$ cat config.mk
export PLATFORM = sky130hd
export DESIGN_NAME = mux12_scheduler
export DESIGN_NICKNAME = d
export VERILOG_FILES = /design/src/rtl/mux12_scheduler.sv
export SDC_FILE = /design/constraint.sdc
export NUM_CORES = 1
export LEC_CHECK = 0
export ABC_AREA = 0
export CAP_MARGIN = 20
export CORE_ASPECT_RATIO = 0.8
export CORE_UTILIZATION = 40
export CTS_CLUSTER_SIZE = 30
export DETAILED_ROUTE_END_ITERATION = 10
export GPL_TIMING_DRIVEN = 0
export PLACE_DENSITY = 0.75
export SLEW_MARGIN = 10
export SYNTH_ARGS = -nofsm -noshare
export SYNTH_HDL_FRONTEND = slang
export SYNTH_SLANG_ARGS = --single-unit
$ cat constraint.sdc
create_clock -name clk -period 13.15 [get_ports clk]
set_input_delay 3.945 -clock clk [delete_from_list [all_inputs] [get_ports clk]]
set_output_delay 3.945 -clock clk [all_outputs]
set_load 0.01 [all_outputs]
$ cat src/rtl/mux12_scheduler.sv
// Round-robin 12:1 word scheduler: grants one requester at a time for up to MAX_BURST words.
// Latency: req to grant 1 cycle, one IDLE cycle between grants; out_data/out_valid/ack are combinational.
// Backpressure: out_ready low holds word and burst count; a dropped req[sel] aborts the grant without a transfer.
module mux12_scheduler #(
    parameter int N_REQ     = 12,
    parameter int W         = 4,
    parameter int MAX_BURST = 4
) (
    input  logic               clk,
    input  logic               rst,
    input  logic [N_REQ-1:0]   req,
    input  logic [N_REQ*W-1:0] data,
    input  logic               out_ready,
    output logic               out_valid,
    output logic [W-1:0]       out_data,
    output logic [3:0]         sel,
    output logic [N_REQ-1:0]   grant,
    output logic [N_REQ-1:0]   ack
);

    typedef enum logic {IDLE, GRANT} state_t;

    localparam logic [3:0] LAST_BEAT = 4'(MAX_BURST - 1);
    localparam logic [3:0] LAST_IDX  = 4'(N_REQ - 1);

    state_t     state;
    logic [3:0] ptr;
    logic [3:0] burst_cnt;
    logic [3:0] pick_idx;
    logic       pick_vld;
    logic [4:0] scan_idx;
    logic [3:0] sel_next;
    logic       xfer;
    logic       leave_grant;

    // First set req bit at or above ptr, wrapping past the top index.
    always_comb begin
        pick_vld = 1'b0;
        pick_idx = '0;
        scan_idx = '0;
        for (int k = 0; k < N_REQ; k++) begin
            scan_idx = 5'(ptr) + 5'(k);
            if (scan_idx >= 5'(N_REQ)) begin
                scan_idx = scan_idx - 5'(N_REQ);
            end
            if (!pick_vld && req[scan_idx]) begin
                pick_vld = 1'b1;
                pick_idx = scan_idx[3:0];
            end
        end
    end

    // 12:1 W-bit word mux driven by the registered select.
    always_comb begin
        out_data = '0;
        for (int k = 0; k < N_REQ; k++) begin
            if (sel == 4'(k)) begin
                out_data = data[k*W +: W];
            end
        end
    end

    assign sel_next    = (sel == LAST_IDX) ? 4'd0 : sel + 4'd1;
    assign out_valid   = (state == GRANT) && req[sel];
    assign xfer        = out_valid && out_ready;
    assign ack         = xfer ? grant : '0;
    assign leave_grant = !req[sel] || (xfer && (burst_cnt == LAST_BEAT));

    always_ff @(posedge clk or negedge rst) begin
        if (!rst) begin
            state     <= IDLE;
            ptr       <= '0;
            sel       <= '0;
            grant     <= '0;
            burst_cnt <= '0;
        end else begin
            case (state)
                IDLE: begin
                    if (pick_vld) begin
                        state     <= GRANT;
                        sel       <= pick_idx;
                        grant     <= {{(N_REQ-1){1'b0}}, 1'b1} << pick_idx;
                        burst_cnt <= '0;
                    end
                end
                GRANT: begin
                    if (leave_grant) begin
                        // Last winner drops to lowest priority for the next scan.
                        state     <= IDLE;
                        ptr       <= sel_next;
                        sel       <= '0;
                        grant     <= '0;
                        burst_cnt <= '0;
                    end else if (xfer) begin
                        burst_cnt <= burst_cnt + 4'd1;
                    end
                end
                default: state <= IDLE;
            endcase
        end
    end

endmodule

==> reports/metrics.cfg <==
[layout]
fill_cells = 1011
n_antenna_cell = 0
drive_gt1_frac = 0.09161
synthToLayoutAreaGrowth_pct = 28.68
instances_no_fill = 784
multi_input_area_um2 = 3385
final_nets = 735
regArea_um2 = 625.6
final_util = 0.5324

[synth]
synth_top_cell_area_share = 0.1465
syn-instance-count = 544
yosysUniqueCellTypes = 78
ys_ff_latch = 25
yosys_warnings = 0
syn_area_um2 = 4270
syn_nets = 634
yosys-top-cells-area = dfrtp_1, ha_1, mux4_2
synth_edf_count = 0
seq_area_frac_synth = 0.1465
synth_top_area_cell = dfrtp_1
synthFlopType = dfrtp_1
post_synth.cell_area_avg_um2 = 7.850
async_flop_share = 1.000

[clock_tree]
root_buffer = clkbuf_16
clkTransAtPathRegs_ns = 0.07
cts.sinks = 25
clk-insertion-delay-late_ns = 0.26
ctsResizeCount = 0
cts_buffers = 3
htree_levels = 1
cts_hold_buf = 0
cts_tree = done
clockBufferDepth = 2
postCtsSetupRepairBufs = 0

[sta]
slew_headroom = 0.4173
setup_viol = 0
hold_viol_final = 0
fmax_mhz = 93.09
finClkSkew_ns = 0.006135
setup-tns-final_ns = 0
fin_ws_ns = 2.408
rsz0062_at_grt = no
worst_pin_slew_ns = 0.8722
fin_crit_ns = 10.74
period_share = 0.8169
drv_slew = 0

[die]
num_rows = 33
die_w_um = 117.5
initial_utilization = 0.4137
fp.dieArea_um2 = 11100
die_y_um = 94.42
ios = 96
core_area_um2 = 10320

[critical_path]
crit_required_ns = 9.20
path_class = in2out
cp_data_arrival_time_ns = 6.80
worstPathMaxFanout = 10
critPathCaptureType = output pin
critPathLaunchType = input pin
reg2reg_depth = 17

[hold_path]
min_path_type = reg2reg
holdPathStages = 2

[place]
place_congestion = 1.094
port_buffers = 95
dp_slack_ns = 2.482
dp_cells = 780
dp_hpwl_um = 12100

[flow_run]
cap_violations = 0

[global_routing]
grt_pass1_vias = 4362
grt_max_degree = 17
grt_remaining_overflow = 0
grt_usage = 0.2570
antenna_found_initial = 0
grt_pass1_wl_um = 22870

[run_status]
status = completed

[drt]
ant_nets = 0
vias_per_cell = 6.232
drtIter0Drc = 512
drt-total-wl_um = 15140
vias = 4886
dr.pass1.iters = 5
wl_per_cell_um = 19.32
drc = 0

-- registers in the layout (all words and copies together), names as in the netlist --
register,cells
grant,12
burst_cnt,4
ptr,4
sel,4
state,1
-- path summary, 6_finish.rpt --
| path | startpoint | slack (ns) | to |
|---|---|---|---|
| setup / recovery | req[4] | 2.41 | ack[10] |
| setup reg to reg | ptr[1] | 7.19 | grant[1] |
| min in group asynchronous | rst | 4.08 | grant[9] |
| max in group asynchronous | rst | 8.54 | ptr[2] |
| hold reg to reg | grant[1] | 0.51 | grant[1] |
| hold / removal | grant[1] | 0.51 | grant[1] |
-- cells in the final DEF (no fill, tap or decap), types with 15 or more instances in the layout --
cell | netlist | layout
clkdlybuf4s50_1 | 0 | 95
nand2_1 | 51 | 51
o21ai_0 | 41 | 41
nor2_1 | 28 | 28
nand3_1 | 28 | 28
inv_1 | 27 | 27
ha_1 | 27 | 27
a21oi_1 | 26 | 26
dfrtp_1 | 25 | 25
and2_1 | 19 | 19
clkbuf_1 | 17 | 17
nor3_1 | 16 | 16
mux4_2 | 15 | 15
-- logic make-up (layout without fill, tap and decap cells) --
group,count (synthesis),count (layout),synth area share
fa+ha+maj,27,27,0.07911
mux,29,29,0.1131
xor+xnor,11,11,0.02256
compound gates,182,182,0.3118
buf+inv,58,158,0.06094
flops,25,25,0.1465
simple gates,212,212,0.2660
-- Yosys cell counts (5+ instances only) --
library cell and count:
mux4_2 15, or3_1 5, and2_1 19, and3_1 7, nand2_1 51, nor3_1 16
o21ai_0 41, nor2b_1 12, a22oi_1 13, nor3b_1 5, nand3_1 28, or2_2 5
dfrtp_1 25, a21o_1 5, o211ai_1 11, inv_1 27, nand2b_1 12, xnor2_1 7
buf_2 7, a21oi_1 26, o21a_1 7, mux2i_1 10, ha_1 27, a31oi_1 8
a22o_1 11, clkbuf_1 17, nor2_1 28
-- through the flow --
step	hold slack (ns)	instance area (um^2)
after global routing	0.5521	5495
after detailed placement	0.4856	5411
after global placement	0.4871	5396
after CTS	0.5127	5495
after floorplan	0.4741	4270
final	0.5063	5495
-- critical path: stages --
cell             delay (ns)
clkdlybuf4s50_1        0.59
mux4_2                 0.31
mux2i_1                0.07
o21ai_0                0.39
nand2_1                0.17
nor2_1                 0.25
clkbuf_1               0.33
and2_1                 0.18
clkdlybuf4s50_1        0.56
-- per-layer routing --
layer  GRT usage  vias to the layer above  wire [um]
met5           0                        -          0
met4     0.05449                        0        316
met3     0.05133                       31       1604
met2      0.3891                      251       6578
met1      0.3761                     2334       6643
li1            -                     2270          -
-- final cells by class --
cell class | instances | area share
plain buffers | 31 | 0.02892
clock inverters | 1 | 0.001594
repair buffers | 96 | 0.1758
flip-flops and latches | 25 | 0.1138
inverters | 27 | 0.01844
well taps | 140 | 0.03188
clock buffers | 3 | 0.01366
multi-input cells | 461 | 0.6159
Power is not shown: default switching activity piles up to over one toggle a cycle in this logic, so the estimate is an artifact.
